$ cat src/rtl/accum_cpu_core.sv
// Multi-cycle accumulator CPU core with parametrised widths,
// carry flag E and a req/ack memory port that tolerates wait states.
module accum_cpu_core #(
    parameter int DATA_W = 8,
    parameter int ADDR_W = 4
) (
    input  logic              CLK,
    input  logic              RST,
    output logic              mem_req,
    output logic              mem_we,
    output logic [ADDR_W-1:0] mem_addr,
    output logic [DATA_W-1:0] mem_wdata,
    input  logic [DATA_W-1:0] mem_rdata,
    input  logic              mem_ack,
    output logic [DATA_W-1:0] ac,
    output logic [ADDR_W-1:0] pc,
    output logic              e_flag,
    output logic [2:0]        sc,
    output logic              halted
);

    typedef enum logic [2:0] {
        F0   = 3'd0,
        F1   = 3'd1,
        DEC  = 3'd2,
        IND  = 3'd3,
        OPRD = 3'd4,
        EXE  = 3'd5,
        STR  = 3'd6,
        HALT = 3'd7
    } state_t;

    localparam logic [2:0] OP_ADD = 3'b000;
    localparam logic [2:0] OP_SUB = 3'b001;
    localparam logic [2:0] OP_XOR = 3'b010;
    localparam logic [2:0] OP_SHL = 3'b011;
    localparam logic [2:0] OP_LDA = 3'b100;
    localparam logic [2:0] OP_STA = 3'b101;
    localparam logic [2:0] OP_CMA = 3'b110;
    localparam logic [2:0] OP_HLT = 3'b111;

    localparam logic [DATA_W:0] ONE = {{DATA_W{1'b0}}, 1'b1};

    state_t            state;
    logic [ADDR_W-1:0] ar;
    logic [DATA_W-1:0] ir;
    logic [DATA_W-1:0] dr;
    logic [2:0]        opc;
    logic              ind;
    logic [DATA_W:0]   sum;
    logic              ir_unused;

    assign opc = ir[DATA_W-2:DATA_W-4];
    assign ind = ir[DATA_W-1];
    // Bits between the opcode and address fields carry no meaning.
    assign ir_unused = ^ir;

    // Memory port and status are pure decodes of the state register.
    assign mem_req   = (state == F1) || (state == IND) ||
                       (state == OPRD) || (state == STR);
    assign mem_we    = (state == STR);
    assign mem_addr  = ar;
    assign mem_wdata = ac;
    assign sc        = state;
    assign halted    = (state == HALT);

    always_comb begin
        sum = {1'b0, ac} + {1'b0, ac};
        unique case (1'b1)
            opc == OP_ADD: sum = {1'b0, ac} + {1'b0, dr};
            opc == OP_SUB: sum = {1'b0, ac} + {1'b0, ~dr} + ONE;
            default:       sum = {1'b0, ac} + {1'b0, ac};
        endcase
    end

    always_ff @(posedge CLK) begin
        if (RST) begin
            state  <= F0;
            ac     <= '0;
            pc     <= '0;
            ar     <= '0;
            ir     <= '0;
            dr     <= '0;
            e_flag <= 1'b0;
        end else begin
            unique case (state)
                F0: begin
                    ar    <= pc;
                    state <= F1;
                end
                F1: begin
                    if (mem_ack) begin
                        ir    <= mem_rdata;
                        pc    <= pc + ADDR_W'(1);
                        state <= DEC;
                    end
                end
                DEC: begin
                    ar <= ir[ADDR_W-1:0];
                    unique case (1'b1)
                        opc == OP_HLT:                  state <= HALT;
                        opc == OP_SHL || opc == OP_CMA: state <= EXE;
                        ind:                            state <= IND;
                        opc == OP_STA:                  state <= STR;
                        default:                        state <= OPRD;
                    endcase
                end
                IND: begin
                    if (mem_ack) begin
                        ar    <= mem_rdata[ADDR_W-1:0];
                        state <= (opc == OP_STA) ? STR : OPRD;
                    end
                end
                OPRD: begin
                    if (mem_ack) begin
                        dr    <= mem_rdata;
                        state <= EXE;
                    end
                end
                EXE: begin
                    unique case (1'b1)
                        opc == OP_ADD,
                        opc == OP_SUB,
                        opc == OP_SHL: {e_flag, ac} <= sum;
                        opc == OP_XOR: ac <= ac ^ dr;
                        opc == OP_CMA: ac <= ~ac;
                        opc == OP_LDA: ac <= dr;
                        default: ;
                    endcase
                    state <= F0;
                end
                STR: begin
                    if (mem_ack) state <= F0;
                end
                HALT: ;
                default: state <= F0;
            endcase
        end
    end

endmodule

$ cat config.mk
export PLATFORM = sky130hd
export DESIGN_NAME = accum_cpu_core
export DESIGN_NICKNAME = d
export VERILOG_FILES = /design/src/rtl/accum_cpu_core.sv
export SDC_FILE = /design/constraint.sdc
export NUM_CORES = 1
export LEC_CHECK = 0
export BUFFER_PORTS_ARGS = -buffer_cell sky130_fd_sc_hd__buf_2
export CORE_ASPECT_RATIO = 0.5
export CORE_MARGIN = 1
export CORE_UTILIZATION = 27
export DETAILED_ROUTE_END_ITERATION = 8
export PLACE_DENSITY = 0.54
export SLEW_MARGIN = 25
export SYNTH_ARGS = -nofsm -noshare
export SYNTH_HDL_FRONTEND = slang
export SYNTH_SLANG_ARGS = --single-unit
$ cat constraint.sdc
create_clock -name CLK -period 8.35 [get_ports CLK]
set_input_delay 0.835 -clock CLK [delete_from_list [all_inputs] [get_ports CLK]]
set_output_delay 0.835 -clock CLK [all_outputs]
set_load 0.01 [all_outputs]
Word-level counts from Yosys, hierarchy flattened
Index checks and enable logic that the tools add are counted.
Widths: inputs -> output; s select.
- reductions and logical operators: 16
- mux-type cells: 11
- bitwise gates (word level): 3
- add/sub/neg operators: 5
- equal/unequal tests: 18
- operators with widths (operator ; number):
    $pmux 8 s4 ; 1
    $add 8x8->9 ; 3
    $eq 3x3->1 const B ; 8
    $pmux 3 s7 ; 1
    $pmux 9 s2 ; 1
    $not 8->8 ; 2
    $eq 3x2->1 const B ; 4
    $mux 3 ; 4
    $pmux 3 s4 ; 1
    $pmux 4 s3 ; 1
    $reduce_and 2->1 ; 5
    $add 9x1->9 const B ; 1
    $xor 8x8->8 ; 1
    $reduce_bool 7->1 ; 1
    $eq 3x1->1 const B ; 2
    $logic_not 3->1 ; 2
    $ne 2x2->1 const B ; 3
    $reduce_and 5->1 ; 1
    $add 4x1->4 const B ; 1
    $logic_or 1x1->1 ; 4
    $mux 4 ; 1
    $reduce_bool 4->1 ; 1
    $reduce_bool 3->1 ; 1
    $reduce_or 3->1 ; 1
    other kinds (2) ; 2
- logic and storage cells: 60
- flip-flop bits (word level): 36
- input bits: 11
- output and inout port bits: 31

Depth between registers and ports, before layout
- depth in word-level cells: 5
- gate-level depth with buffers: 13
- depth with buffers taken out: 11

Worst setup path after synthesis
Ideal clock, no wire load.
- path kind: reg-to-reg
- from: reg ir[5]
- to: reg ac[6]
- setup time: 0.121 ns
- period minus slack after synthesis: 2.816 ns
- buffers on the path: 2
- data required time: 8.229 ns
- stages on the path, launching flop included: 13
- arrival time: 2.695 ns
- slack: 5.534 ns
- path through: dfxtp_1 -> buf_6 -> or2_1 -> buf_4 -> nor2_4 -> o21ai_0 -> ha_1 -> fa_1 -> a211oi_1 -> o21bai_1 -> a2111o_1 -> o21ai_0 -> o31ai_1
- longest elaborated chain between the ends: 4
- elaborated cells on any way between the ends: 11
- those cells by class: eq/ne: 5; mux: 2; reduce/logical: 4
- ends and longest elaborated chain (item ; RTL line ; RTL):
    start: declaration ; 46 ; logic [DATA_W-1:0] ir;
    start signal: assignment ; 93 ; ir <= mem_rdata;
    $eq 3x1->1, or another cell as far along ; 71, 123 ;
    $reduce_or 3->1 ; 121 ; unique case (1'b1)
    $reduce_bool 4->1 (no line) ; - ;
    $reduce_and 2->1 (no line) ; - ;
    end signal: assignment ; 124 ; opc == OP_SHL: {e_flag, ac} <= sum;
    end signal: assignment ; 125 ; opc == OP_XOR: ac <= ac ^ dr;
    end signal: assignment ; 126 ; opc == OP_CMA: ac <= ~ac;
    end: declaration ; 15 ; output logic [DATA_W-1:0] ac,
Parallel ways exist; a longest one is shown, timed or not.
A chain may end at the register's enable or synchronous reset.

Worst setup path after layout
Same ends and word-level chain as after synthesis.

==> metrics.md <==
| Metric | Value |
|---|---|
| Most frequent cell after synthesis | nand2_1 |
| Final worst setup slack | 5.122 ns |
| Routed Antenna Nets | 0 |
| CTS tree | built |
| VDD IR max | between 0.07 and 0.08 mV |
| Post-synth EDFFs | 0 |
| Setup Viol. Count Final | 0 |
| Drt drc | 0 |
| Synth Instances | 361 |
| Worst Skew | 0.007407 ns |
| CTS Sinks | 36 |
| Clock transition at the registers of the reported paths | approximately 0.070 ns |
| Final TNS setup | 0 ns |
| Post CTS Setup Buffer Count | 0 |
| Die width | roughly 150 um |
| Top cells by count, synth | nand2_1 (45), dfxtp_1 (36), nor2_1 (35) |
| Vias per cell | approximately 5 |
| Status | complete, no violations |
| Largest cells by area after synthesis | dfxtp_1 (25%), mux2i_1 (8.9%), ha_1 (7.3%), nand2_1 (5.8%), nor2_1 (4.5%) |
| Non-Filler Instances | 525 |
| Largest net degree at the start of global routing | 37 |
| Prevailing post-synth register cell | dfxtp_1 |
| Final Slew Violations | 0 |
| Number of diodes | 0 |
| DRT Pass-1 Iters | 4 |
| Global-route wire length before repair | ~12000 um |
| Area leader, netlist | dfxtp_1 |
| HP Class | reg2reg |
| Post-Place Cells | 517 |
| Initial antenna violation count | 0 |
| Crit Path Max Fanout | 12 |
| Post-layout utilization of the core | 0.3151 |
| DR vias | 2585 |
| Period utilization | 0.3866 |
| Layout cell share with drive strength beyond 1 | 0.1896 |
| Mapped Nets | 391 |
| Fmax | roughly 310 MHz |
| Clk_lat worst skew | between 0.2 and 0.3 ns |
| GPL Wtd Cong | 0.8166 |
| Nets | 414 |
| CP Capture Type | register |
| Slew margin rel. | 0.3420 |
| Pleak | 0.001343 uW |
| YS warnings | 0 |
| DR iter-0 viols | 158 |
| Row cnt | 26 |
| Synth top area share | 0.2473 |
| RSZ-0062 raised after global routing | false |
| Pre-CTS WS | 5.180 ns |
| Root buf cell | clkbuf_16 |
| Routed Wire Length | between 7000 and 8000 um |
| Detailed placement HPWL | 5537 um |
| Worst EP arrival | 3.40 ns |
| # IOs | 42 |
| IO Port Bufs | 41 |
| Max Root-Sink Buffers | 2 |
| PwrDens | around 140 nW/um2 |
| Core ar. | 10340 um2 |
| Overflow after GRT | 0 |
| H-tree levels | 2 |
| Crit path required time | 8.52 ns |
| Asr flop ratio synth | 0 |
| Drt wl/cell | ~14 um |
| Mapped cell area | approximately 3000 um2 |
| Max-cap violation count | 0 |
| Distinct cells, synth | 65 |
| Fin Hold WS | 0.4516 ns |
| CP Class | reg2reg |
| TritonCTS Buffers | 5 |
| Slew @ Worst Pin | 0.9870 ns |
| Cts hold-fix bufs | 0 |
| Post-synthesis sequential area ratio | 0.2473 |
| Fin crit period | 3.228 ns |
| Startpoint types | register |
| Overall Global Routing Usage | 0.1383 |
| Post_cts resized | 0 |
| Layout area overhead | 11.85% |
| Yosys reg bits | 36 |
| Initial core utilization | 0.2817 |
| Die area | 11240 um2 |
| Final Hold Viols | 0 |
| Die Y | about 75 um |
| # fillers | approximately 1100 |
| Flop-to-flop setup slack | 5.12 ns |
| Vias in the first global route | 2320 |
| Mean post-synth cell area | 8.072 um2 |
metal layers:
metal / part of all wire / track usage / routed length [um] / vias up
li1: - / - / - / 1341
met1: 0.53 / 0.2058 / 4031 / 1183
met2: 0.42 / 0.2088 / 3186 / 57
met3: 0.042 / 0.02036 / 317 / 4
met4: 0.0049 / 0.03175 / 37 / 0
met5: 0 / 0 / 0 / -
metrics by stage:
stage / total power [uW] / cell area, um2
final: 454.7 / 3259
after global routing: 473.1 / 3259
after CTS: 458.1 / 3259
after detailed placement: 264.4 / 3110
after global placement: 264.5 / 3110
after floorplan: 248.4 / 2914
placed cells by master (no fill, tap or decap), types with 2 or more instances in the layout:
| cell type | synthesis | final |
|---|---|---|
| nand2_1 | 45 | 45 |
| buf_2 | 6 | 41 |
| dfxtp_1 | 36 | 36 |
| nor2_1 | 35 | 35 |
| o21ai_0 | 26 | 26 |
| mux2i_1 | 26 | 26 |
| a21oi_1 | 25 | 25 |
| ha_1 | 17 | 17 |
| inv_1 | 14 | 14 |
| nor3_1 | 12 | 12 |
| a211oi_1 | 8 | 8 |
| mux2_2 | 7 | 7 |
| nand3_1 | 7 | 7 |
| xnor2_1 | 5 | 5 |
| a21o_1 | 5 | 5 |
| clkbuf_16 | 0 | 5 |
| nand2b_1 | 4 | 4 |
| xor2_1 | 3 | 3 |
| a31oi_1 | 3 | 3 |
| nor2_4 | 2 | 2 |
| and3_1 | 2 | 2 |
| inv_2 | 2 | 2 |
| or2_2 | 2 | 2 |
| o21ai_1 | 2 | 2 |
| nor2b_1 | 2 | 2 |
| or4_1 | 2 | 2 |
| o22a_1 | 2 | 2 |
| o221a_2 | 2 | 2 |
| o211ai_1 | 2 | 2 |
| nand4_1 | 2 | 2 |
| a311oi_1 | 2 | 2 |
| o221ai_1 | 2 | 2 |
| fa_1 | 2 | 2 |
| clkinvlp_4 | 0 | 2 |
| buf_4 | 13 | 2 |
sequential cells by signal, indices dropped and copies added, names as in the netlist:
| name | flops |
|---|---|
| sc | 3 |
| mem_addr | 4 |
| ir | 8 |
| dr | 8 |
| e_flag | 1 |
| pc | 4 |
| ac | 8 |
layout make-up:
type | count | area [um2] | share of cell area
multi-input cells | 282 | 1934 | 0.5935
flip-flops and latches | 36 | 720.7 | 0.2211
repair buffers | 43 | 220.2 | 0.06756
well taps | 140 | 175.2 | 0.05374
clock buffers | 5 | 125.1 | 0.03839
inverters | 16 | 60.06 | 0.01843
clock inverters | 3 | 23.77 | 0.007294
final timing paths:
check / from / to / depth (start not counted)
worst max-delay path: ir[5] / ac[6] / 11
worst min-delay path: ir[3] / ir[3] / 2
worst max register to register: ir[5] / ac[6] / 11
worst min register to register: ir[3] / ir[3] / 2
cell families after synthesis:
group | after synthesis | share of synthesized area
DFF | 36 | 0.2473
muxes | 34 | 0.1241
xor gates and xnor gates | 8 | 0.02405
buffers and inverters | 43 | 0.08888
AOI/OAI and AO/OA | 95 | 0.2164
and+or+nand+nor | 126 | 0.2125
adders and majority gates | 19 | 0.08673
critical path, cell delays in order (launching register included):
cell      delay [ns]
dfxtp_1         0.61
or2_1           0.42
nor2_4          0.13
nand2_1         0.09
o21ai_0         0.08
ha_1            0.24
fa_1            0.43
a211oi_1        0.35
o21bai_1        0.16
a2111o_1        0.42
o21ai_0         0.09
o31ai_1         0.09
report_power, final:
part	internal (uW)	switching (uW)	leakage, uW
logic	30.5	43.3	0.000985
registers	177	10.1	0.000292
clock network	111	82.9	0.0000660
(Power assumes the default switching activity.)
